File: src/rtl/detect_stream_ctrl_pkg.sv
// Shared types and default constants for the word-to-bit pattern detection controller.
package detect_ctrl_pkg;

  typedef enum logic [1:0] {
    IDLE  = 2'd0,
    SHIFT = 2'd1,
    DONE  = 2'd2
  } state_t;

  localparam int          DEF_DATA_W    = 8;
  localparam int          DEF_PAT_W     = 3;
  localparam int          DEF_CNT_W     = 8;
  localparam logic [31:0] DEF_PAT_RESET = 32'd3;

  // Width of a bit index into an n-bit word; never narrower than one bit.
  function automatic int idx_w(input int n);
    return (n > 1) ? $clog2(n) : 1;
  endfunction

endpackage

File: src/rtl/detect_stream_ctrl_if.sv
// Word stream handshake: the producer presents a word plus its end-of-frame flag.
interface detect_stream_ctrl_if #(
  parameter int DATA_W = detect_ctrl_pkg::DEF_DATA_W
);
  logic              in_valid;
  logic              in_ready;
  logic [DATA_W-1:0] in_data;
  logic              in_last;

  modport master (output in_valid, output in_data, output in_last, input in_ready);
  modport slave  (input in_valid, input in_data, input in_last, output in_ready);
endinterface

File: src/rtl/detect_stream_ctrl_pattern_matcher.sv
// Overlapping serial pattern compare: history register, saturating bits-seen counter and window compare.
// match is combinational and only valid on shift cycles; the caller registers it.
module pattern_matcher
  import detect_ctrl_pkg::*;
#(
  parameter int PAT_W = DEF_PAT_W
) (
  input  logic             CLOCK,
  input  logic             reset,
  input  logic             shift_en,
  input  logic             bit_in,
  input  logic             clear,
  input  logic [PAT_W-1:0] pattern,
  output logic             match
);

  localparam int SEEN_W = $clog2(PAT_W + 1);

  logic [PAT_W-2:0]  hist_q;
  logic [SEEN_W-1:0] seen_q;
  logic [PAT_W-1:0]  window_d;

  // Only PAT_W-1 past bits are kept; the incoming bit completes the window.
  assign window_d = {hist_q, bit_in};
  assign match    = shift_en && (window_d == pattern) && (seen_q >= SEEN_W'(PAT_W - 1));

  always_ff @(posedge CLOCK) begin
    if (reset || clear) begin
      hist_q <= '0;
      seen_q <= '0;
    end else if (shift_en) begin
      hist_q <= window_d[PAT_W-2:0];
      if (seen_q != SEEN_W'(PAT_W)) seen_q <= seen_q + SEEN_W'(1);
    end
  end

endmodule

File: src/rtl/detect_stream_ctrl.sv
// Serializes handshaked words one bit per CLOCK into an overlapping pattern matcher, counts matches per frame.
// Define DETECT_CTRL_LSB_FIRST_EN to serialize words LSB first (default MSB first).
module detect_stream_ctrl
  import detect_ctrl_pkg::*;
#(
  parameter int               DATA_W    = DEF_DATA_W,
  parameter int               PAT_W     = DEF_PAT_W,
  parameter int               CNT_W     = DEF_CNT_W,
  parameter logic [PAT_W-1:0] PAT_RESET = DEF_PAT_RESET[PAT_W-1:0]
) (
  input  logic                 CLOCK,
  input  logic                 reset,
  input  logic                 cfg_we,
  input  logic [PAT_W-1:0]     cfg_pattern,
  detect_stream_ctrl_if.slave  in_if,
  output logic                 busy,
  output logic                 bit_out,
  output logic                 match_pulse,
  output logic [CNT_W-1:0]     match_count,
  output logic                 done_pulse
);

  localparam int               IDX_W    = idx_w(DATA_W);
  localparam logic [IDX_W-1:0] LAST_IDX = IDX_W'(DATA_W - 1);

  state_t             state_q;
  logic [DATA_W-1:0]  word_q;
  logic [DATA_W-1:0]  word_d;
  logic               last_q;
  logic [IDX_W-1:0]   bit_idx_q;
  logic               frame_active_q;
  logic [PAT_W-1:0]   pattern_q;
  logic               match_pulse_q;
  logic               done_pulse_q;
  logic [CNT_W-1:0]   match_count_q;
  logic               shift_en;
  logic               accept;
  logic               frame_start;
  logic               match_hit;

  // The latched word shifts so the outgoing bit always sits at a fixed end.
`ifdef DETECT_CTRL_LSB_FIRST_EN
  assign word_d  = {1'b0, word_q[DATA_W-1:1]};
  assign bit_out = shift_en & word_q[0];
`else
  assign word_d  = {word_q[DATA_W-2:0], 1'b0};
  assign bit_out = shift_en & word_q[DATA_W-1];
`endif

  assign shift_en        = (state_q == SHIFT);
  assign in_if.in_ready  = (state_q == IDLE);
  assign accept          = in_if.in_ready & in_if.in_valid;
  assign frame_start     = accept & ~frame_active_q;
  assign busy            = (state_q != IDLE);
  assign match_pulse     = match_pulse_q;
  assign done_pulse      = done_pulse_q;
  assign match_count     = match_count_q;

  pattern_matcher #(.PAT_W(PAT_W)) u_matcher (
    .CLOCK    (CLOCK),
    .reset    (reset),
    .shift_en (shift_en),
    .bit_in   (bit_out),
    .clear    (frame_start),
    .pattern  (pattern_q),
    .match    (match_hit)
  );

  always_ff @(posedge CLOCK) begin
    if (reset) begin
      state_q        <= IDLE;
      word_q         <= '0;
      last_q         <= 1'b0;
      bit_idx_q      <= '0;
      frame_active_q <= 1'b0;
      pattern_q      <= PAT_RESET;
      match_pulse_q  <= 1'b0;
      done_pulse_q   <= 1'b0;
      match_count_q  <= '0;
    end else begin
      match_pulse_q <= match_hit;
      done_pulse_q  <= 1'b0;
      // match_hit only fires in SHIFT, so this never collides with the frame-start clear.
      if (match_hit && (match_count_q != '1)) match_count_q <= match_count_q + CNT_W'(1);
      case (state_q)
        IDLE: begin
          if (cfg_we && !frame_active_q) pattern_q <= cfg_pattern;
          if (accept) begin
            word_q    <= in_if.in_data;
            last_q    <= in_if.in_last;
            bit_idx_q <= '0;
            state_q   <= SHIFT;
            if (frame_start) begin
              match_count_q  <= '0;
              frame_active_q <= 1'b1;
            end
          end
        end
        SHIFT: begin
          word_q    <= word_d;
          bit_idx_q <= bit_idx_q + IDX_W'(1);
          if (bit_idx_q == LAST_IDX) begin
            bit_idx_q <= '0;
            if (last_q) begin
              state_q      <= DONE;
              done_pulse_q <= 1'b1;
            end else begin
              state_q <= IDLE;
            end
          end
        end
        DONE: begin
          frame_active_q <= 1'b0;
          state_q        <= IDLE;
        end
        default: state_q <= IDLE;
      endcase
    end
  end

endmodule

File: src/flat_wrapper.sv
// flat-port wrapper written by rule: the top's interface ports become plain ports
module detect_stream_ctrl_flat import detect_ctrl_pkg::*;
#(
  parameter int               DATA_W    = DEF_DATA_W,
  parameter int               PAT_W     = DEF_PAT_W,
  parameter int               CNT_W     = DEF_CNT_W,
  parameter logic [PAT_W-1:0] PAT_RESET = DEF_PAT_RESET[PAT_W-1:0]
)
  (CLOCK, reset, cfg_we, cfg_pattern, busy, bit_out, match_pulse, match_count, done_pulse, in_if_in_valid, in_if_in_data, in_if_in_last, in_if_in_ready);
  detect_stream_ctrl_if #(.DATA_W(DATA_W)) in_if_i ();
  input  logic CLOCK;
  input  logic reset;
  input  logic cfg_we;
  input  logic [PAT_W-1:0] cfg_pattern;
  output logic busy;
  output logic bit_out;
  output logic match_pulse;
  output logic [CNT_W-1:0] match_count;
  output logic done_pulse;
  input wire logic [$bits(in_if_i.in_valid)-1:0] in_if_in_valid;
  input wire logic [$bits(in_if_i.in_data)-1:0] in_if_in_data;
  input wire logic [$bits(in_if_i.in_last)-1:0] in_if_in_last;
  output wire logic [$bits(in_if_i.in_ready)-1:0] in_if_in_ready;
  assign in_if_i.in_valid = in_if_in_valid;
  assign in_if_i.in_data = in_if_in_data;
  assign in_if_i.in_last = in_if_in_last;
  assign in_if_in_ready = in_if_i.in_ready;
  detect_stream_ctrl #(.DATA_W(DATA_W), .PAT_W(PAT_W), .CNT_W(CNT_W), .PAT_RESET(PAT_RESET)) u_core (.CLOCK(CLOCK), .reset(reset), .cfg_we(cfg_we), .cfg_pattern(cfg_pattern), .in_if(in_if_i), .busy(busy), .bit_out(bit_out), .match_pulse(match_pulse), .match_count(match_count), .done_pulse(done_pulse));
endmodule
File: config.mk
export PLATFORM = sky130hd
export DESIGN_NAME = detect_stream_ctrl_flat
export DESIGN_NICKNAME = d
export VERILOG_FILES = /design/src/rtl/detect_stream_ctrl_pkg.sv /design/src/rtl/detect_stream_ctrl_if.sv /design/src/rtl/detect_stream_ctrl_pattern_matcher.sv /design/src/rtl/detect_stream_ctrl.sv /design/src/flat_wrapper.sv
export SDC_FILE = /design/constraint.sdc
export NUM_CORES = 1
export LEC_CHECK = 0
export BUFFER_PORTS_ARGS = -buffer_cell sky130_fd_sc_hd__buf_2
export CORE_MARGIN = 3
export CORE_UTILIZATION = 30
export CTS_BUF_LIST = sky130_fd_sc_hd__clkbuf_8
export CTS_CLUSTER_SIZE = 8
export DETAILED_ROUTE_END_ITERATION = 6
export SLEW_MARGIN = 30
export SYNTH_ARGS = -nofsm -noshare
export SYNTH_HDL_FRONTEND = slang
export SYNTH_HIERARCHICAL = 1
export SYNTH_SLANG_ARGS = --single-unit
File: constraint.sdc
create_clock -name CLOCK -period 3.77 [get_ports CLOCK]
set_clock_uncertainty 0.1 [all_clocks]
set_input_delay 0.754 -clock CLOCK [delete_from_list [all_inputs] [get_ports CLOCK]]
set_output_delay 0.754 -clock CLOCK [all_outputs]
set_load 0.02 [all_outputs]
Word level (Yosys, flattened, before mapping)
Index checks and enable logic that the tools add are counted.
{ "totals": {"regBits": 32, "in_bits": 16, "out_inout_bits": 13, "elab_cells": 64} }
{ "classes": {"n_addsub": 3, "magnitude_cmp": 1, "n_eq_ne": 9, "muxes": 17, "bitwise": 6, "n_reduce_logical": 17} }
{ "ops": {"columns": ["operator", "n"], "rows": [
  ["$mux 8", 5],
  ["$pmux 8 s2", 1],
  ["$reduce_and 2->1", 5],
  ["$add 8x1->8 const B", 1],
  ["$ne 2x2->1 const B", 4],
  ["$ne 8x8->1 const B", 1],
  ["$mux 2", 3],
  ["$mux 3", 2],
  ["$pmux 3 s2", 1],
  ["$reduce_bool 2->1", 3],
  ["$logic_and 1x1->1", 4],
  ["$pmux 2 s2", 1],
  ["$add 3x1->3 const B", 1],
  ["$and 1x1->1", 3],
  ["$eq 3x3->1", 1],
  ["$eq 3x3->1 const B", 1],
  ["$mux 1", 3],
  ["$not 1->1", 3],
  ["$reduce_and 3->1", 1],
  ["$reduce_or 3->1", 1],
  ["$add 2x1->2 const B", 1],
  ["$eq 2x1->1 const B", 1],
  ["$eq 2x2->1 const B", 1],
  ["$ge 2x2->1 const B", 1],
  ["other kinds (4)", 4]
]} }

Logic depth before layout (Yosys ltp)
Gate-level depths: netlist of the first run.
{ "logic_depth": {"word_depth": 10, "depth_mapped": 10, "depth_no_buf": 8} }

By module
The synthesis of the first run kept the hierarchy.
{ "by_module_without_submodules": {"columns": ["mod", "n_inst", "cells_each", "area_per_inst_um2", "seq_area_each_um2"], "rows": [
  ["detect_stream_ctrl", 1, 150, 1321.3, 560.5],
  ["pattern_matcher", 1, 21, 217.7, 80.1]
]} }

Least setup slack after synthesis of the first run
Ideal clock, no wire load.
{ "synth_path": {"kind": "reg-to-reg", "start": "register u_core.state_q[1]", "end": "register u_core.match_count_q[5], in the netlist u_core/match_count[5]", "t_arrival_ns": 2.454, "t_required_ns": 3.598, "slack_ns": 1.144, "stages_incl_launch_ff": 11, "n_path_buf": 2, "cell_sequence": "dfxtp_1 -> buf_6 -> nand2b_1 -> inv_1 -> buf_2 -> and2_1 -> xor2_1 -> nor4_1 -> nand4_1 -> a211oi_1 -> mux2i_1"} }
{ "synth_between": {"elab_chain_len": 10} }
{ "synth_rtl": {"columns": ["element", "line_no", "rtl"], "rows": [
  ["from (decl)", "detect_stream_ctrl.sv:26", "state_t state_q;"],
  ["from (signal assigned)", "detect_stream_ctrl.sv:71", "state_q <= IDLE;"],
  ["from (signal assigned)", "detect_stream_ctrl.sv:92", "state_q <= SHIFT;"],
  ["from (signal assigned)", "detect_stream_ctrl.sv:105", "state_q <= DONE;"],
  ["$eq 2x1->1 *", "detect_stream_ctrl.sv:50", "assign shift_en = (state_q == SHIFT);"],
  ["named net u_core.shift_en", "detect_stream_ctrl.sv:36", "logic shift_en;"],
  ["$and 1x1->1 *", "detect_stream_ctrl.sv:47", "assign bit_out = shift_en & word_q[DATA_W-1];"],
  ["named net bit_out", "flat_wrapper.sv:16", "output logic bit_out;"],
  ["$eq 3x3->1 *", "detect_stream_ctrl_pattern_matcher.sv:25", "assign match = shift_en && (window_d == pattern) && (seen_q >= SEEN_W'(PAT_W - 1));"],
  ["$logic_and 1x1->1 * (2 in a row)", "detect_stream_ctrl_pattern_matcher.sv:25", null],
  ["named net u_core.match_hit", "detect_stream_ctrl.sv:39", "logic match_hit;"],
  ["$logic_and 1x1->1 *", "detect_stream_ctrl.sv:84", "if (match_hit && (match_count_q != '1)) match_count_q <= match_count_q + CNT_W'(1);"],
  ["$mux 8 *", "detect_stream_ctrl.sv:84", null],
  ["$mux 8", "detect_stream_ctrl.sv:93", "if (frame_start) begin"],
  ["$mux 8", "detect_stream_ctrl.sv:88", "if (accept) begin"],
  ["$mux 8 *", "detect_stream_ctrl.sv:85", "case (state_q)"],
  ["to (signal assigned)", "detect_stream_ctrl.sv:84", null],
  ["to (decl)", "detect_stream_ctrl.sv:35", "logic [CNT_W-1:0] match_count_q;"]
]} }
The timed path passes the listed nets; every way through them passes the cells marked *.
A chain may end at the register's enable or synchronous reset.

Final worst setup path of the first run
{ "layout_path": {"start": "register u_core.state_q[1]", "end": "register u_core.match_count_q[5], in the netlist u_core/match_count[5]"} }
{ "layout_between": {"elab_chain_len": 10} }
{ "layout_rtl": {"columns": ["element", "line_no"], "rows": [
  ["$eq 2x1->1 *", "detect_stream_ctrl.sv:50"],
  ["$and 1x1->1", "detect_stream_ctrl.sv:47"],
  ["$eq 3x3->1", "detect_stream_ctrl_pattern_matcher.sv:25"],
  ["$logic_and 1x1->1 * (2 in a row)", "detect_stream_ctrl_pattern_matcher.sv:25"],
  ["named net u_core.match_hit", "detect_stream_ctrl.sv:39"],
  ["$logic_and 1x1->1 *", "detect_stream_ctrl.sv:84"],
  ["$mux 8 *", "detect_stream_ctrl.sv:84"],
  ["$mux 8", "detect_stream_ctrl.sv:93"],
  ["$mux 8", "detect_stream_ctrl.sv:88"],
  ["$mux 8 *", "detect_stream_ctrl.sv:85"]
]} }
Marks and branches as above.

==> flow_metrics.env, run 1 <==
export IMPL_status="finished, final reports clean"
export IMPL_cp_end_kind="flip-flop"
export IMPL_seq_area_um2=641
export IMPL_ys_warn_count=6
export IMPL_multi_input_area_um2=816
export IMPL_drc=0
export IMPL_setup_tns_ps=0
export IMPL_drv_cap=0
export IMPL_area_growth_pct=17.6
export IMPL_vias_per_cell=4.84
export IMPL_crit_family="simple AND/OR/NAND/NOR gates"
export IMPL_routedWlPerCell_um=11.6
export IMPL_cts_buffer_depth=2
export IMPL_rrSetupSlack_ps=900
export IMPL_syn_inst=171
export IMPL_synthTopCellsByCount="dfxtp_1, nand2_1, nor2_1"
export IMPL_p_leak_nw=0.775
export IMPL_tightestPinTransition_ps=453
export IMPL_grt_pass1_vias=1175
export IMPL_clock_root_buffer="clkbuf_8"
export IMPL_gp_congestion=0.779
export IMPL_worstPathArrival_ps=2990
export IMPL_die_w_um=77.6
export IMPL_start_util_pct=31.7
export IMPL_synthFlopType="dfxtp_1"
export IMPL_post_cts_buffers=0
export IMPL_numCtsBuffers=5
export IMPL_path_cells="nand2b_1 -> inv_1 -> and2_1 -> xor2_1 -> nor4_1 -> buf_4 -> nand4_1 -> a211oi_1 -> mux2i_1"
export IMPL_io_buffers=28
export IMPL_synth_area_top_cells="dfxtp_1, mux2i_1, nand2_1, a311oi_1, ha_1"
export IMPL_ir_drop_mv=0.147
export IMPL_ys_seq_area_share_pct=41.6
export IMPL_holdWs_ps=376
export IMPL_synth_top_area_share_pct=41.6
export IMPL_routed_wl_mm=3.10
export IMPL_crit_fanout=14
export IMPL_p_total_uw=715
export IMPL_synth_most_common_cell="dfxtp_1"
export IMPL_num_io_pins=29
export IMPL_synth_edf_count=0
export IMPL_cts_clk_slew_worst_paths_ps=70
export IMPL_hold_violations=0
export IMPL_detailed_place_hpwl_mm=2.24
export IMPL_rsz0062_at_grt="no"
export IMPL_ys_async_sr_fraction_pct=0
export IMPL_cts_resized=0
export IMPL_fmax_ghz=0.348
export IMPL_via_count=1293
export IMPL_fp_dieArea_um2=6030
export IMPL_startpoint_type="flip-flop"
export IMPL_slowest_delay_ps=520
export IMPL_cts_sinks=32
export IMPL_avgSynthCellArea_um2=9.00
export IMPL_ant_nets=0
export IMPL_grt_start_max_net_pins=28
export IMPL_cts_tree="done"
export IMPL_dp_cells=259
export IMPL_core_um2=4850
export IMPL_n_antenna_cell=0
export IMPL_drt_iter0_drc=41
export IMPL_ys_types=42
export IMPL_finalCritPeriodShare_pct=76.2
export IMPL_slew_headroom_pct=69.8
export IMPL_grt_pass1_wl_mm=5.11
export IMPL_synth_top_cell_by_area="dfxtp_1"
export IMPL_overflow=0
export IMPL_floorplan_rows=25
export IMPL_postCtsHoldBufs=0
export IMPL_die_y_um=77.6
export IMPL_critPathRequiredTime_ps=3890
export IMPL_ys_seq_elements=32
export IMPL_finalMaxSlewViolations=0
export IMPL_syn_nets=192
export IMPL_fin_cells=267
export IMPL_critical_path_class="flip-flop to flip-flop"
export IMPL_timing_critical_path_buf_inv=2
export IMPL_antenna_found_initial=0
export IMPL_crit_path_top_delay_cell="dfxtp_1"
export IMPL_min_period_ps=2870
export IMPL_power_density_nw_per_um2=395
export IMPL_firstDrtPassIters=4
export IMPL_n_fill_cell=493
export IMPL_worstSkewPairLatency_ps=280
export IMPL_grt_total_usage_pct=10.5
export IMPL_hp_class="flip-flop to flip-flop"
export IMPL_drive_above_1_share_pct=21.0
export IMPL_setup_viol=0
export IMPL_fin_nets=220
export IMPL_synth_area_um2=1540
export IMPL_cts_htree_levels=2
==> area by class of cell <==
| cell class | instances | area share, % |
|---|---|---|
| sequential | 32 | 35.4 |
| inverter | 8 | 1.66 |
| clock buffer | 6 | 4.56 |
| multi-input combinational | 123 | 45.1 |
| clock inverter | 2 | 0.553 |
| tap | 67 | 4.63 |
| timing repair buffer | 29 | 8.15 |
==> logic make-up after synthesis <==
group	after synthesis	share of synthesized area [%]
fa+ha+maj	5	4.07
simple gates	76	27.2
buf+inv	16	5.37
flops	32	41.6
xor+xnor	4	2.28
compound gates	29	13.6
mux	9	5.85
==> cells in the final DEF (no fill, tap or decap), types with 5 or more instances in the layout <==
master,n
nand3_1,5
clkbuf_8,6
dfxtp_1,32
a21oi_1,10
nand2_1,21
nor3_1,8
nor2_1,13
inv_1,8
mux2i_1,9
nand3b_1,5
ha_1,5
a311oi_1,8
buf_2,28
==> sequential cells by signal, indices dropped and copies added, names as in the netlist <==
signal and flops:
u_core/last_q 1, u_core/bit_idx_q 3, u_core/done_pulse 1, u_core/frame_active_q 1, u_core/u_matcher/hist_q 2, u_core/match_count 8
u_core/state_q 2, u_core/pattern_q 3, u_core/word_q 8, u_core/u_matcher/seen_q 2, u_core/match_pulse 1
==> through the flow <==
step	util (%)	worst slack (ps)	area [um^2]
after floorplan	-	1140	1540
after global placement	35.4	1000	1720
after detailed placement	35.4	903	1720
after CTS	37.3	876	1810
after global routing	37.3	627	1810
final	37.3	898	1810
==> metal layers <==
metal	vias up	share of wire [%]	track usage [%]
li1	666	-	-
met1	591	50	13.7
met2	31	43	15.3
met3	5	5.5	3.48
met4	0	1.5	5.34
met5	-	0	0
==> final timing paths <==
check | startpoint | to | cells past startpoint
hold reg to reg | u_core/last_q$_SDFFE_PP0P_ | u_core/state_q[1]$_SDFFE_PP0P_ | 2
setup / recovery | u_core/state_q[1]$_SDFFE_PP0P_ | u_core/match_count[5]$_SDFF_PP0_ | 9
setup reg to reg | u_core/state_q[1]$_SDFFE_PP0P_ | u_core/match_count[5]$_SDFF_PP0_ | 9
hold / removal | u_core/last_q$_SDFFE_PP0P_ | u_core/state_q[1]$_SDFFE_PP0P_ | 2
==> worst register-to-register path, delay by kind of cell, from the launching register on <==
kind | cells | cell delay (ps)
and+or+nand+nor | 4 | 1050
DFF | 1 | 520
buffers and inverters | 2 | 490
AOI/OAI and AO/OA | 1 | 290
muxes | 1 | 210
xor gates and xnor gates | 1 | 160
==> where the power goes <==
group / internal [mW] / leakage [nW] / switching, mW
sequential: 0.353 / 0.261 / 0.0120
combinational: 0.0334 / 0.462 / 0.0440
clock: 0.146 / 0.0510 / 0.127
No activity file was read; power rests on OpenSTA's default activity.
==> run 2: changes to the inputs <==
ABC_AREA = 1   (was not set)
clock period = 2.95 ns   (was 3.77 ns; I/O delays follow)
==> run 2 against run 1 <==
Net effect:
- count of clock-buffer cells in the layout fell by 1
- via count grew 4.3%
- first-iteration DRC count grew 27%
- clock power rose by 16%
- area after synthesis grew 1.5%
- worst hold slack worse by 13 ps
- critical endpoint is now u_core/match_count[7]$_SDFF_PP0_
- largest cell class unchanged
==> flow_metrics.env, run 2 <==
export IMPL_setup_tns_ps=0
export IMPL_gp_congestion=0.746
export IMPL_hp_class="flip-flop to flip-flop"
export IMPL_fmax_ghz=0.473
export IMPL_finalMaxSlewViolations=0
export IMPL_ys_seq_area_share_pct=41.0
export IMPL_syn_inst=208
export IMPL_synth_edf_count=0
export IMPL_p_leak_nw=0.872
export IMPL_worstPathArrival_ps=2190
export IMPL_status="finished, final reports clean"
export IMPL_hp_start="u_core/word_q[7]$_SDFFE_PP0P_"
export IMPL_rsz0062_at_grt="no"
export IMPL_numCtsBuffers=5
export IMPL_firstDrtPassIters=4
export IMPL_synthTopCellsByCount="nand2_1, dfxtp_1, inv_1, nor2_1, nand3_1"
export IMPL_setup_viol=0
export IMPL_synth_top_cell_by_area="dfxtp_1"
export IMPL_final_common_cell="nand2_1"
export IMPL_cts_buffer_depth=2
export IMPL_ys_async_sr_fraction_pct=0
export IMPL_power_density_nw_per_um2=497
export IMPL_startpoint="u_core/state_q[0]$_SDFFE_PP0P_"
export IMPL_reg2reg_from="u_core/state_q[0]$_SDFFE_PP0P_"
export IMPL_most_common_layout_cells="nand2_1, dfxtp_1, buf_2"
export IMPL_fin_nets=260
export IMPL_drive_above_1_share_pct=23.4
export IMPL_overflow=0
export IMPL_ys_types=25
export IMPL_cts_clk_slew_worst_paths_ps=70
export IMPL_routedWlPerCell_um=10.5
export IMPL_grt_pass1_wl_mm=5.58
export IMPL_worstSkewPairLatency_ps=280
export IMPL_cts_sinks=32
export IMPL_fp_dieArea_um2=6110
export IMPL_vias_per_cell=4.41
export IMPL_drt_iter0_drc=52
export IMPL_die_w_um=78.1
export IMPL_syn_nets=229
export IMPL_critical_path_class="flip-flop to flip-flop"
export IMPL_ir_drop_mv=0.283
export IMPL_critPathRequiredTime_ps=3030
export IMPL_grt_pass1_vias=1279
export IMPL_p_total_uw=906
export IMPL_num_io_pins=29
export IMPL_drv_cap=0
export IMPL_post_cts_buffers=0
export IMPL_cts_tree="done"
export IMPL_finalCritPeriodShare_pct=71.7
export IMPL_grt_start_max_net_pins=16
export IMPL_start_util_pct=32.0
export IMPL_ys_warn_count=6
export IMPL_startpoint_type="flip-flop"
export IMPL_routed_wl_mm=3.20
export IMPL_die_y_um=78.1
export IMPL_slew_headroom_pct=69.5
export IMPL_floorplan_rows=25
export IMPL_detailed_place_hpwl_mm=2.37
export IMPL_min_period_ps=2120
export IMPL_synth_area_top_cells="dfxtp_1, nand2_1, inv_1, nor2_1, nand3_1"
export IMPL_tightestPinTransition_ps=457
export IMPL_hold_violations=0
export IMPL_n_antenna_cell=0
export IMPL_postCtsHoldBufs=0
export IMPL_synth_most_common_cell="nand2_1"
export IMPL_crit_fanout=13
export IMPL_area_growth_pct=16.8
export IMPL_avgSynthCellArea_um2=7.51
export IMPL_clock_root_buffer="clkbuf_8"
export IMPL_synthFlopType="dfxtp_1"
export IMPL_cp_end_kind="flip-flop"
export IMPL_ys_seq_elements=32
export IMPL_synth_top_area_share_pct=41.0
export IMPL_cts_htree_levels=2
export IMPL_io_buffers=28
export IMPL_grt_total_usage_pct=11.4
export IMPL_ant_nets=0
export IMPL_synth_area_um2=1560
export IMPL_antenna_found_initial=0
export IMPL_via_count=1349
export IMPL_cts_resized=0
export IMPL_n_fill_cell=536
export IMPL_drc=0
export IMPL_core_um2=4880
==> run 2: metrics by stage <==
stage / setup WS, ps / util [%] / area, um^2 / hold WS (ps) / cells
6_report: 834 / 37.4 / 1820 / 363 / 306
5_1_grt: 598 / 37.4 / 1820 / 392 / 306
4_1_cts: 843 / 37.4 / 1820 / 367 / 306
3_5_place_dp: 856 / 35.8 / 1750 / 355 / 299
3_3_place_gp: 959 / 35.8 / 1750 / 355 / 299
2_1_floorplan: 861 / - / 1560 / 328 / 208
==> run 2: routing by layer <==
layer | wire [um] | up-vias | GRT usage (%) | part of all wire, %
met1 | 1560 | 589 | 13.7 | 49
met4 | 60 | 0 | 5.59 | 1.9
met3 | 159 | 7 | 4.13 | 5.0
li1 | - | 729 | - | -
met2 | 1430 | 24 | 18.1 | 45
met5 | 0 | - | 0 | 0
==> run 2: final timing paths <==
kind,endpoint,slack (ps),cells past startpoint
hold reg to reg,u_core/word_q[7]$_SDFFE_PP0P_,360,2
hold / removal,u_core/word_q[7]$_SDFFE_PP0P_,360,2
setup / recovery,u_core/match_count[7]$_SDFF_PP0_,830,12
setup reg to reg,u_core/match_count[7]$_SDFF_PP0_,830,12
==> run 2: kinds of logic (layout without fill, tap and decap cells) <==
family / count (synthesis) / in the layout / share of synthesized area (%)
compound gates: 31 / 31 / 12.8
simple gates: 107 / 107 / 32.5
fa+ha+maj: 5 / 5 / 4.01
buf+inv: 33 / 64 / 9.70
flops: 32 / 32 / 41.0
==> run 2: critical path, cell delays in order, from the launching register on <==
cell     delay, ps
dfxtp_1        400
nand2_2        220
inv_2          240
inv_2           70
a21oi_2        120
nand2_1         60
nor2_1         100
buf_4          160
nand2_1         90
nor2_4         190
nand3_1        120
nand2_1         80
a21oi_1         50
==> run 2: final cells by class <==
cell class / count / area (um^2) / area share [%]
multi-input combinational: 143 / 769 / 42.2
sequential: 32 / 641 / 35.1
timing repair buffer: 29 / 148 / 8.09
inverter: 28 / 105 / 5.76
tap: 67 / 83.8 / 4.60
clock buffer: 5 / 68.8 / 3.77
clock inverter: 2 / 8.76 / 0.480
==> run 2: where the power goes <==
part           switching (mW)  total (mW)  internal [mW]
Combinational          0.0741       0.119         0.0449
Sequential             0.0145       0.471          0.457
Clock                   0.159       0.316          0.157
Total                   0.248       0.906          0.658
